$ cat src/rtl/vend_ctrl.sv
// Parametrised vending controller: coin credit, per-product stock, sales total, greedy change.
// Optional macro VEND_REFILL_EN adds a `refill` input that reloads every stock counter.
module vend_ctrl #(
    parameter int NUM_PRODUCTS = 4,
    parameter int AMT_W        = 8,
    parameter int TOTAL_W      = 16,
    parameter int STOCK_W      = 4,
    parameter int INIT_STOCK   = 5,
    parameter int BASE_PRICE   = 3,
    parameter int PRICE_STEP   = 2,
    localparam int SEL_W       = $clog2(NUM_PRODUCTS)
) (
    input  logic                    clk,
    input  logic                    rst,
    input  logic                    enable,
    input  logic                    coin_valid,
    input  logic [1:0]              coin_type,
    input  logic                    sel_valid,
    input  logic [SEL_W-1:0]        sel,
    input  logic                    cancel,
`ifdef VEND_REFILL_EN
    input  logic                    refill,
`endif
    output logic [AMT_W-1:0]        amount,
    output logic [TOTAL_W-1:0]      total,
    output logic                    vend_valid,
    output logic [SEL_W-1:0]        product,
    output logic                    change_valid,
    output logic [1:0]              change_coin,
    output logic                    reject,
    output logic                    busy,
    output logic [NUM_PRODUCTS-1:0] sold_out
);

    typedef enum logic {IDLE, CHANGE} state_t;

    state_t                    state_q, state_d;
    logic [STOCK_W-1:0]        stock_q [NUM_PRODUCTS];
    logic [STOCK_W-1:0]        stock_d [NUM_PRODUCTS];
    logic [AMT_W-1:0]          amount_d;
    logic [TOTAL_W-1:0]        total_d;
    logic                      vend_d, change_d, reject_d;
    logic [SEL_W-1:0]          product_d;
    logic [1:0]                coin_d;
    logic [NUM_PRODUCTS-1:0]   sold_d;
    logic [AMT_W-1:0]          price;
    logic [AMT_W:0]            coin_sum;
    logic                      sel_ok, coin_ok, refill_req;

    function automatic logic [AMT_W-1:0] coin_value(input logic [1:0] t);
        case (t)
            2'b00:   return AMT_W'(1);
            2'b01:   return AMT_W'(2);
            2'b10:   return AMT_W'(5);
            default: return AMT_W'(10);
        endcase
    endfunction

`ifdef VEND_REFILL_EN
    assign refill_req = refill;
`else
    assign refill_req = 1'b0;
`endif

    assign price    = AMT_W'(BASE_PRICE) + AMT_W'(PRICE_STEP) * AMT_W'(sel);
    assign coin_sum = {1'b0, amount} + {1'b0, coin_value(coin_type)};
    // Range check first so an out-of-range sel never gates on a bogus stock entry.
    assign sel_ok   = (32'(sel) < NUM_PRODUCTS) && (stock_q[sel] != '0) && (amount >= price);

    always_comb begin
        state_d   = state_q;
        amount_d  = amount;
        total_d   = total;
        stock_d   = stock_q;
        vend_d    = 1'b0;
        change_d  = 1'b0;
        reject_d  = 1'b0;
        product_d = product;
        coin_d    = change_coin;
        coin_ok   = 1'b1;
        if (enable) begin
            case (state_q)
                IDLE: begin
                    if (refill_req) begin
                        for (int unsigned i = 0; i < NUM_PRODUCTS; i++)
                            stock_d[i] = STOCK_W'(INIT_STOCK);
                        reject_d = coin_valid | sel_valid;
                    end else if (cancel) begin
                        state_d  = CHANGE;
                        reject_d = coin_valid;
                    end else begin
                        if (sel_valid) begin
                            if (sel_ok) begin
                                amount_d     = amount - price;
                                total_d      = total + TOTAL_W'(price);
                                stock_d[sel] = stock_q[sel] - STOCK_W'(1);
                                vend_d       = 1'b1;
                                product_d    = sel;
                                state_d      = CHANGE;
                                coin_ok      = 1'b0;
                                reject_d     = coin_valid;
                            end else begin
                                reject_d = 1'b1;
                            end
                        end
                        if (coin_valid && coin_ok) begin
                            if (coin_sum[AMT_W] == 1'b0)
                                amount_d = coin_sum[AMT_W-1:0];
                            else
                                reject_d = 1'b1;
                        end
                    end
                end
                CHANGE: begin
                    reject_d = coin_valid | sel_valid;
                    if (amount == '0) begin
                        state_d = IDLE;
                    end else begin
                        change_d = 1'b1;
                        if (amount >= AMT_W'(10))     coin_d = 2'b11;
                        else if (amount >= AMT_W'(5)) coin_d = 2'b10;
                        else if (amount >= AMT_W'(2)) coin_d = 2'b01;
                        else                          coin_d = 2'b00;
                        amount_d = amount - coin_value(coin_d);
                    end
                end
                default: state_d = IDLE;
            endcase
        end
        for (int unsigned i = 0; i < NUM_PRODUCTS; i++)
            sold_d[i] = (stock_d[i] == '0);
    end

    always_ff @(posedge clk) begin
        if (rst) begin
            state_q      <= IDLE;
            amount       <= '0;
            total        <= '0;
            vend_valid   <= 1'b0;
            product      <= '0;
            change_valid <= 1'b0;
            change_coin  <= '0;
            reject       <= 1'b0;
            busy         <= 1'b0;
            sold_out     <= '0;
            for (int unsigned i = 0; i < NUM_PRODUCTS; i++)
                stock_q[i] <= STOCK_W'(INIT_STOCK);
        end else begin
            state_q      <= state_d;
            amount       <= amount_d;
            total        <= total_d;
            vend_valid   <= vend_d;
            product      <= product_d;
            change_valid <= change_d;
            change_coin  <= coin_d;
            reject       <= reject_d;
            busy         <= (state_d != IDLE);
            sold_out     <= sold_d;
            stock_q      <= stock_d;
        end
    end

endmodule

$ cat config.mk
export PLATFORM = sky130hd
export DESIGN_NAME = vend_ctrl
export DESIGN_NICKNAME = d
export VERILOG_FILES = /design/src/rtl/vend_ctrl.sv
export SDC_FILE = /design/constraint.sdc
export NUM_CORES = 1
export LEC_CHECK = 0
export BUFFER_PORTS_ARGS = -buffer_cell sky130_fd_sc_hd__buf_2
export CAP_MARGIN = 15
export CORE_ASPECT_RATIO = 1.75
export CORE_UTILIZATION = 50
export CTS_CLUSTER_SIZE = 8
export DETAILED_ROUTE_END_ITERATION = 10
export PLACE_DENSITY = 0.74
export RECOVER_POWER = 100
export SLEW_MARGIN = 20
export SYNTH_ARGS = -nofsm -noshare
export SYNTH_HDL_FRONTEND = slang
export SYNTH_SLANG_ARGS = --single-unit
$ cat constraint.sdc
create_clock -name clk -period 2.5 [get_ports clk]
set_input_delay 0.125 -clock clk [delete_from_list [all_inputs] [get_ports clk]]
set_output_delay 0.125 -clock clk [all_outputs]
set_load 0.005 [all_outputs]
==> results of run 1 <==
-- where the power goes --
part,internal (mW),switching [mW],total [mW]
Combinational,0.989,1.07,2.06
Clock,0.364,0.303,0.667
Sequential,0.889,0.0517,0.941
Total,2.24,1.42,3.66
-- cell type report --
cell class	instances	area, sq um
fillers	573	2190
repair buffers	97	611
multi-input cells	313	2430
well taps	82	103
flip-flops and latches	52	1050
clock buffers	5	125
inverters	17	63.8
clock inverters	2	12.5
-- registers in the layout, summed over array words and instances, names as in the netlist --
signal        flops
sold_out          4
vend_valid        1
amount            8
change_coin       2
total            16
reject            1
product           2
state_q           1
stock_q          16
change_valid      1
-- worst register-to-register path, stage by stage (launching register included) --
cell	delay (ns)
dfxtp_1	0.31
or3_4	0.39
nand2b_4	0.20
nor2_2	0.20
nand2b_4	0.07
ha_4	0.25
o21ai_2	0.13
a21oi_2	0.08
nor3_2	0.16
nor4b_1	0.08
mux2_4	0.27
a211o_1	0.22
-- final timing paths --
kind                            cells after the start                        start                           to
worst min register to register                      2  change_coin[1]$_SDFFE_PP0P_  change_coin[1]$_SDFFE_PP0P_
worst min-delay path                                3                    sel_valid            reject$_SDFF_PP0_
worst max-delay path                               11       amount[4]$_SDFFE_PP0P_       amount[5]$_SDFFE_PP0P_
worst max register to register                     11       amount[4]$_SDFFE_PP0P_       amount[5]$_SDFFE_PP0P_
-- cell usage in the layout, fill, tap and decap left out, types with 4 or more instances in the layout --
cell type and count:
nor2_1 56, buf_4 50, dfxtp_1 44, buf_2 41
nand2_1 23, xnor2_1 18, a21oi_1 18, inv_1 16
a211oi_1 16, ha_1 16, nor3_1 13, o211ai_1 10
o21ai_0 8, mux2i_1 8, dfxtp_2 8, a21o_1 7
nand3_1 6, mux2_2 6, nand2b_1 6, nor4_1 5
clkbuf_16 5, clkbuf_1 5, xor2_1 4, nor2b_1 4
a31oi_1 4, and3_1 4
-- per-layer routing --
| layer | up-vias | wire length (um) | GRT usage (%) | share of wire (%) |
|---|---|---|---|---|
| met5 | - | 0 | 0 | 0 |
| met4 | 0 | 466 | 14.4 | 4.8 |
| met3 | 38 | 357 | 3.28 | 3.7 |
| met2 | 109 | 5320 | 51.6 | 55 |
| met1 | 1594 | 3470 | 27.1 | 36 |
| li1 | 1628 | - | - | - |
-- timing repair --
item                       4_1_cts  5_1_grt
gates resized for setup          3       35
buffers inserted                 0        2
cloned                           0        1
setup endpoints to repair        4       28
pin swaps                        1        6
-- logic make-up after synthesis --
logic type,Yosys count
AOI/OAI and AO/OA,93
xor gates and xnor gates,22
DFF,52
buffers and inverters,33
adders and majority gates,24
muxes,19
and+or+nand+nor,154
-- stage by stage --
| step | power [mW] | hold slack [ns] | area, sq um | util (%) |
|---|---|---|---|---|
| 4_1_cts | 3.52 | 0.129 | 4250 | 64.4 |
| 5_1_grt | 3.89 | 0.153 | 4400 | 66.8 |
| 3_3_place_gp | 2.81 | 0.419 | 4100 | 62.2 |
| 2_1_floorplan | 2.20 | 0.257 | 3510 | - |
| 6_report | 3.66 | 0.130 | 4400 | 66.8 |
| 3_5_place_dp | 2.85 | 0.441 | 4100 | 62.2 |
==> results.txt, run 1 <==
outcome = complete, no violations
pre-CTS WS = -0.0541 ns
CP cell instances = or3_4 > nand2b_4 > nor2_2 > nand2b_4 > ha_4 > o21ai_2 > a21oi_2 > nor3_2 > nor4b_1 > mux2_4 > a211o_1
post-synthesis register bit count = 52
post-synthesis cell type count = 62
final max-slew violation count = 0
simple-gate share of the synthesized area = 22.9%
largest net degree at the start of global routing = 44
unrepaired setup endpoints after global routing = true
Worst setup EP type = flop
slowest CP cell = or3_4
1st-iter DRT viols = 195
drt first pass iters = 4
Top-Level Pins = 46
Peak supply drop = 0.513 mV
max-cap violations = 0
CP Data Required Time = 2.68 ns
antenna cells = 0
Post-synth EDFFs = 0
starting density of the core = 52.0%
std cell rows = 39
DR WL/cell = 16.9 um
crit path DAT = 2.66 ns
clk_lat worst skew = 0.30 ns
post-synthesis xor/xnor area fraction = 5.63%
worst-path fanout max = 5
Post-synth top flop = dfxtp_1
Vias per Instance = 5.93
total length of routed wires = 9610 um
Bufs and invs on worst path = 0
vias in the first global route = 3295
min Tclk post-route = 2.48 ns
Mapped Area = 0.00342 sq mm
die area = 0.00719 sq mm
Clock Tree Root = clkbuf_16
Post-Syn Instances = 397
CP dominant cell by count = nand2b_4
most frequent cell after synthesis = nor2_1
fmax = 0.404 GHz
total core area = 0.00659 sq mm
first-pass GRT wire length = 15100 um
Tot GR Track Use = 27.0%
WS Path Type = reg -> reg
clock transition at the registers of the reported paths = 0.06 ns
syn avg cell area = 8.62 sq um
cell taking the most area after synthesis = dfxtp_1
Area contributors post-synth = dfxtp_1, ha_1, nor2_1
post-synthesis sequential area ratio = 30.4%
syn_nets = 431
area share of the largest cell type after synthesis = 30.4%
initial antenna violation count = 0
combinational family with the most area after synthesis = simple AND/OR/NAND/NOR gates
Cell Count, Final, Fillers Out = 568
Reg2Reg Setup Slack = 0.02 ns
DP HPWL = 7140 um
Inserted Clock Buffers = 5
largest buffer count on any clock path = 2
Die Ht = 111 um
multiplexer share of the synthesized area = 6.91%
GRT overflow = 0
setup total negative slack = 0 ns
die span in x = 64.6 um
Final Cycle Share = 99.1%
# setup viols final = 0
Slowest Stage Delay on Critical Path = 0.39 ns
CP Launch Type = flop
compound-gate portion of the synthesized area = 19.7%
Inst Count DP = 558
Num Clock Sinks = 52
via count = 3369
Syn-to-layout area delta = 28.5%
Clock Skews = 0.00821 ns
ANT nets after route = 0
CP delay by family, top = simple AND/OR/NAND/NOR gates
post-synthesis adder-cell area fraction = 9.65%
Power Density = 833 mW/mm^2
asr flop ratio synth = 0%
Hold Crit Class = in -> reg
worst slew pin tran = 0.571 ns
worst relative slew slack = 61.9%
Final nets = 520
GP Congestion = 0.933
CTS tree = built
leakage power = 1.96 nW
Final Hold Viols = 0
synth warn = 0
cts hold-fix bufs = 0
share of cells above drive strength 1 = 33.7%
I/O Buffers = 45
final worst setup slack = 0.0227 ns
DRC = 0
top post-synthesis cells by count = nor2_1, dfxtp_1, nand2_1
H-tree levels = 2
Power figures use the tool's default switching activity.
==> run 2, diff against run 1 <==
--- a/config.mk
+++ b/config.mk
@@ -7,11 +7,13 @@
 export LEC_CHECK = 0
 export BUFFER_PORTS_ARGS = -buffer_cell sky130_fd_sc_hd__buf_2
 export CAP_MARGIN = 15
+export CELL_PAD_IN_SITES_DETAIL_PLACEMENT = 1
+export CELL_PAD_IN_SITES_GLOBAL_PLACEMENT = 1
 export CORE_ASPECT_RATIO = 1.75
-export CORE_UTILIZATION = 50
+export CORE_UTILIZATION = 40
 export CTS_CLUSTER_SIZE = 8
 export DETAILED_ROUTE_END_ITERATION = 10
-export PLACE_DENSITY = 0.74
+export PLACE_DENSITY_LB_ADDON = 0.1
 export RECOVER_POWER = 100
 export SLEW_MARGIN = 20
 export SYNTH_ARGS = -nofsm -noshare
==> run 2 against run 1 <==
  * The run now ends with setup timing left
  * Clock power rose by 7.5%
  * Final area rose by 5.6%
  * Critical path depth rose by 1
  * Sequential cell count did not move
  * Hold slack got worse by 0.0032 ns
  * Total power rose by 8.2%
  * Core utilization fell by 11 points
  * Die area rose by 24%
  * Via count rose by 4.4%
  * Routed wire length rose by 22%
  * Critical path type unchanged
  * Critical endpoint is now amount[4]$_SDFFE_PP0P_
  * Largest cell class unchanged
  * Largest power group unchanged
==> results.txt, run 2 (synthesis results as in run 1) <==
unrepaired setup endpoints after global routing = true
Tot Pwr = 3.96 mW (+8.2%)
Clock Skews = 0.00614 ns (-0.00207 ns)
antenna cells = 0 (unchanged)
outcome = finished with violations
drt first pass iters = 4 (unchanged)
CP dominant cell by count = buf_4
sequential cell area = 0.00104 sq mm (-0.60%)
sw power = 1.58 mW (+11%)
largest registers = stock_q x16, total x16, amount x8
Peak supply drop = 0.411 mV (-20%)
hold wc startpoint = sel_valid
share of cells above drive strength 1 = 35.7% (+2.0 points)
max-cap violations = 0 (unchanged)
Final Hold Viols = 0 (unchanged)
DP Area = 0.00422 sq mm (+3.0%)
worst hold stages = 3 (unchanged)
worst reg2reg path depth = 12 (+1)
worst r2r src = amount[4]$_SDFFE_PP0P_
pre-CTS WS = -0.149 ns (-0.0945 ns)
fmax = 0.396 GHz (-1.9%)
Top-Level Pins = 46 (unchanged)
CP delay by family, top = simple AND/OR/NAND/NOR gates
cell-internal power = 2.38 mW (+6.3%)
Worst setup startpoint = amount[4]$_SDFFE_PP0P_
final max-slew violation count = 0 (unchanged)
largest net degree at the start of global routing = 44 (unchanged)
Finished Core Util = 55.9% (-11 points)
DR WL/cell = 18.9 um (+12%)
DRC = 0 (unchanged)
Syn-to-layout area delta = 35.7%
crit path DAT = 2.68 ns (+0.02 ns)
cts hold-fix bufs = 0 (unchanged)
GP Congestion = 0.886 (-5.0%)
final instance area = 0.00465 sq mm (+5.6%)
# setup viols final = 4 (+4)
I/O Buffers = 45 (unchanged)
WS Path Type = reg -> reg
worst relative slew slack = 59.6% (-2.3 points)
leakage power = 2.08 nW (+5.8%)
most common cell after layout, fill and taps aside = buf_4
Cell Count, Final, Fillers Out = 619 (+9.0%)
Die Ht = 124 um (+12%)
clock transition at the registers of the reported paths = 0.07 ns (about the same)
Clock power frac = 18.1% (about the same)
starting density of the core = 41.2% (-11 points)
CP Launch Type = flop
worst slew pin tran = 0.607 ns (+0.0355 ns)
vias in the first global route = 3711 (+13%)
Num Clock Sinks = 52 (unchanged)
Worst Hold Margin = 0.127 ns (-0.00316 ns)
CP Data Required Time = 2.66 ns (-0.02 ns)
setup total negative slack = -0.0818 ns (-0.0818 ns)
CP Depth = 12 (+1)
Power Density = 853 mW/mm^2 (+2.4%)
1st-iter DRT viols = 188 (-3.6%)
Multi-input gate area = 0.00250 sq mm (+2.7%)
slowest CP cell = or3_4
Sw Ratio = 39.9% (+1.0 points)
worst-path fanout max = 5 (unchanged)
die area = 0.00895 sq mm (+24%)
die span in x = 71.9 um (+11%)
DP HPWL = 8840 um (+24%)
Inst Count DP = 602 (+7.9%)
Fillers = 998 (+74%)
Inserted Clock Buffers = 5 (unchanged)
Worst setup EP type = flop
Final nets = 537 (+3.3%)
std cell rows = 44 (+13%)
largest buffer count on any clock path = 2 (unchanged)
Tot GR Track Use = 26.3% (-0.67 points)
total length of routed wires = 11700 um (+22%)
Bufs and invs on worst path = 2 (+2)
GRT overflow = 0 (unchanged)
combinational power share = 58.4% (+2.3 points)
CTS tree = built
final worst setup slack = -0.0240 ns (-0.0467 ns)
ANT nets after route = 0 (unchanged)
Seq pwr share = 23.5% (-2.2 points)
first-pass GRT wire length = 18100 um (+20%)
initial antenna violation count = 0 (unchanged)
Slowest Stage Delay on Critical Path = 0.39 ns (about the same)
Vias per Instance = 5.68 (-4.2%)
Hold Crit Class = in -> reg
CP cell instances = or3_4 > nand2b_4 > nor2_2 > ha_2 > fa_2 > nand2b_1 > a21oi_2 > buf_4 > buf_4 > a21o_2 > a21oi_1 > o221ai_1
total core area = 0.00831 sq mm (+26%)
failing checks = setup timing
Final Cycle Share = 101% (+1.9 points)
min Tclk post-route = 2.52 ns (+0.0467 ns)
Clock Tree Root = clkbuf_16
commonest non-fill, non-tap cells in the layout = buf_4, nor2_1, dfxtp_1
clk_lat worst skew = 0.30 ns (about the same)
H-tree levels = 2 (unchanged)
via count = 3516 (+4.4%)
run 2: changes by cell type in the layout (fill, tap and decap cells not counted), sizes merged:
cell | previous run | this run
clkinv | 1 | 0
clkinvlp | 1 | 2
buf | 92 | 106
a221o | 2 | 1
clkbuf | 10 | 15
run 2: power groups by stage:
stage	Clock (mW)	Combinational, mW	Sequential [mW]
2_1_floorplan	0	1.22	0.983
3_3_place_gp	0	1.99	0.945
3_5_place_dp	0	2.05	0.949
4_1_cts	0.734	2.25	0.932
5_1_grt	0.762	2.49	0.938
6_report	0.717	2.32	0.931
run 2: routing by layer:
layer	share of wire, %	vias to the layer above	wire length (um)	track usage, %
met3	2.3	41	270	2.10
met2	58	87	6780	51.4
li1	-	1653	-	-
met5	0	-	0	0
met1	34	1735	4000	24.8
met4	5.7	0	669	17.1
run 2: worst paths after layout:
path | slack (ns) | endpoint
setup / recovery | -0.02 | amount[4]$_SDFFE_PP0P_
setup reg to reg | -0.02 | amount[4]$_SDFFE_PP0P_
hold / removal | 0.13 | reject$_SDFF_PP0_
hold reg to reg | 0.50 | change_coin[0]$_SDFFE_PP0P_
run 2: tightest hold or removal path, stage by stage:
cell and delay (ns):
buf_2 0.13, a21oi_1 0.05, nor2_1 0.08
run 2: what timing repair did:
action | 4_1_cts | 5_1_grt
gates resized for setup | 19 | 32
endpoints found under the hold margin | 0 | 0
pin swaps | 8 | 7
endpoints found under the setup margin | 13 | 24
setup buffers | 4 | 5
run 2: cell type report:
cell class,count,share of cell area (%)
clock buffer,6,2.99
clock inverter,2,0.323
inverter,17,1.37
multi-input combinational,312,53.8
sequential,52,22.5
tap,115,3.10
timing repair buffer,115,15.9
==> run 3, diff against run 2 <==
--- a/config.mk
+++ b/config.mk
@@ -9,7 +9,7 @@
 export CAP_MARGIN = 15
 export CELL_PAD_IN_SITES_DETAIL_PLACEMENT = 1
 export CELL_PAD_IN_SITES_GLOBAL_PLACEMENT = 1
-export CORE_ASPECT_RATIO = 1.75
+export CORE_ASPECT_RATIO = 0.75
 export CORE_UTILIZATION = 40
 export CTS_CLUSTER_SIZE = 8
 export DETAILED_ROUTE_END_ITERATION = 10
==> run 3 against run 2 <==
  * The flow still finishes with violations (setup timing)
  * Cell count shrank 3.2%
  * Register-to-register slack got worse by 0.06 ns
  * Combinational power hardly changed
  * Setup slack worse by 0.059 ns
  * Sequential cell count unchanged
  * Critical path type unchanged
  * Largest cell class unchanged
  * Critical path depth is 1 lower
  * Clock skew rose by 0.00083 ns
  * First-iteration DRC count down 1.1%
==> results.txt, run 3 (synthesis results as in run 1) <==
failing checks = setup timing
worst relative slew slack = 63.7% (+4.2 points)
fmax = 0.387 GHz (-2.3%)
outcome = finished with violations
ANT nets after route = 0 (unchanged)
CTS tree = built
Worst Hold Path EP = change_valid$_SDFF_PP0_
Worst setup startpoint = amount[4]$_SDFFE_PP0P_
std cell rows = 28 (-36%)
min Tclk post-route = 2.58 ns (+0.0593 ns)
DR WL/cell = 19.3 um (+2.1%)
final max-slew violation count = 0 (unchanged)
Top-Level Pins = 46 (unchanged)
# setup viols final = 2 (-2)
Fillers = 960 (-3.8%)
Final Cycle Share = 103% (+2.4 points)
initial antenna violation count = 0 (unchanged)
I/O Buffers = 45 (unchanged)
Hold Crit Class = in -> reg
Num Clock Sinks = 52 (unchanged)
DRC = 0 (unchanged)
most common cell after layout, fill and taps aside = nor2_1
largest net degree at the start of global routing = 42 (-4.5%)
pre-CTS WS = -0.160 ns (-0.0115 ns)
clk_lat worst skew = 0.30 ns (about the same)
hold wc startpoint = rst
Peak supply drop = 0.600 mV (+46%)
worst hold stages = 2 (-1)
Final Hold Viols = 0 (unchanged)
CP Launch Type = flop
final worst setup slack = -0.0833 ns (-0.0593 ns)
clock transition at the registers of the reported paths = 0.06 ns (about the same)
vias in the first global route = 3456 (-6.9%)
share of cells above drive strength 1 = 33.8% (-1.9 points)
largest buffer count on any clock path = 2 (unchanged)
leakage power = 1.93 nW (-7.2%)
DP HPWL = 8540 um (-3.4%)
Multi-input gate area = 0.00251 sq mm (+0.35%)
H-tree levels = 2 (unchanged)
starting density of the core = 42.3% (+1.1 points)
1st-iter DRT viols = 186 (-1.1%)
Inserted Clock Buffers = 5 (unchanged)
setup total negative slack = -0.143 ns (-0.0608 ns)
GRT overflow = 0 (unchanged)
unrepaired setup endpoints after global routing = true
CP Data Required Time = 2.67 ns (about the same)
R2R Path End = amount[6]$_SDFFE_PP0P_
worst reg2reg path depth = 11 (-1)
Clock Tree Root = clkbuf_16
WS Path Type = reg -> reg
worst r2r src = amount[4]$_SDFFE_PP0P_
commonest non-fill, non-tap cells in the layout = nor2_1, buf_4, dfxtp_1
first-pass GRT wire length = 17800 um (-1.7%)
GP Congestion = 0.919 (+3.7%)
crit path DAT = 2.76 ns (+0.08 ns)
Worst Hold Margin = 0.0425 ns (-0.0841 ns)
worst slew pin tran = 0.544 ns (-0.0629 ns)
worst-path fanout max = 5 (unchanged)
sequential cell area = 0.00105 sq mm (+0.48%)
antenna cells = 0 (unchanged)
drt first pass iters = 4 (unchanged)
max-cap violations = 0 (unchanged)
total core area = 0.00809 sq mm (-2.6%)
cts hold-fix bufs = 0 (unchanged)
Reg2Reg Setup Slack = -0.08 ns (-0.06 ns)
final instance area = 0.00457 sq mm (-1.7%)
Die Ht = 82.1 um (-34%)
via count = 3438 (-2.2%)
Power Density = 889 mW/mm^2 (+4.2%)
total length of routed wires = 11600 um (-1.2%)
largest registers = stock_q x16, total x16, amount x8
Worst setup EP type = flop
DP Area = 0.00416 sq mm (-1.5%)
die area = 0.00894 sq mm (-0.12%)
Final nets = 527 (-1.9%)
Vias per Instance = 5.74 (+1.0%)
Tot GR Track Use = 26.6% (+0.26 points)
Clock Skews = 0.00697 ns (+0.000833 ns)
Syn-to-layout area delta = 33.4%
die span in x = 109 um (+51%)
==> run 3: cell types whose count changed in the layout (fill, tap and decap cells not counted), sizes merged <==
cell | previous run | this run
buf | 106 | 84
clkbuf | 15 | 26
clkinvlp | 2 | 0
a221o | 1 | 2
bufinv | 0 | 1
clkinv | 0 | 1
==> run 3: routing by layer <==
layer | vias to the layer above | track usage, % | share of wire [%]
li1 | 1640 | - | -
met1 | 1688 | 35.7 | 48
met2 | 92 | 42.3 | 45
met3 | 18 | 5.65 | 4.9
met4 | 0 | 9.32 | 1.6
met5 | - | 0 | 0
==> run 3: stage by stage <==
| stage | util (%) | power [mW] | cells |
|---|---|---|---|
| finish | 56.4 | 4.06 | 599 |
| global route | 56.4 | 4.29 | 599 |
| CTS | 54.6 | 3.83 | 595 |
| detailed placement | 51.4 | 2.94 | 585 |
| global placement | 51.4 | 2.88 | 585 |
| floorplan | - | 2.20 | 397 |
==> run 3: what timing repair did <==
action,CTS,global route
buffers inserted,2,2
endpoints found under the setup margin,11,35
cloned,0,2
gates resized for setup,16,41
pin swaps,8,15
==> run 3: worst max-delay path, cell delays in order, from the launching register on <==
cell and delay (ns):
dfxtp_2 0.32, or3_4 0.38, nand2b_4 0.21, nor2_4 0.16
inv_2 0.05, fa_2 0.40, nand2b_4 0.16, a21oi_4 0.19
nor3_2 0.06, mux2_2 0.26, o211ai_1 0.20, a21oi_1 0.06
==> run 3: layout make-up <==
| class | instances | area share (%) |
|---|---|---|
| inverters | 17 | 1.40 |
| clock inverters | 2 | 0.767 |
| flip-flops and latches | 52 | 23.0 |
| repair buffers | 104 | 14.2 |
| multi-input cells | 313 | 54.9 |
| clock buffers | 6 | 2.82 |
| well taps | 105 | 2.88 |
==> run 3: worst max path at each step <==
| stage | end | cells after the start |
|---|---|---|
| final | amount[6]$_SDFFE_PP0P_ | 11 |
| after global routing | amount[6]$_SDFFE_PP0P_ | 11 |
| after CTS | amount[7]$_SDFFE_PP0P_ | 12 |
| after detailed placement | amount[5]$_SDFFE_PP0P_ | 11 |
| after global placement | amount[1]$_SDFFE_PP0P_ | 10 |
| after floorplan | amount[5]$_SDFFE_PP0P_ | 12 |
==> run 3: report_power, final <==
| group | leakage, nW | internal, mW | total (mW) | switching [mW] |
|---|---|---|---|---|
| Clock | 0.0808 | 0.472 | 0.780 | 0.309 |
| Sequential | 0.423 | 0.890 | 0.942 | 0.0520 |
| Combinational | 1.42 | 1.09 | 2.34 | 1.25 |
| Total | 1.93 | 2.45 | 4.06 | 1.61 |
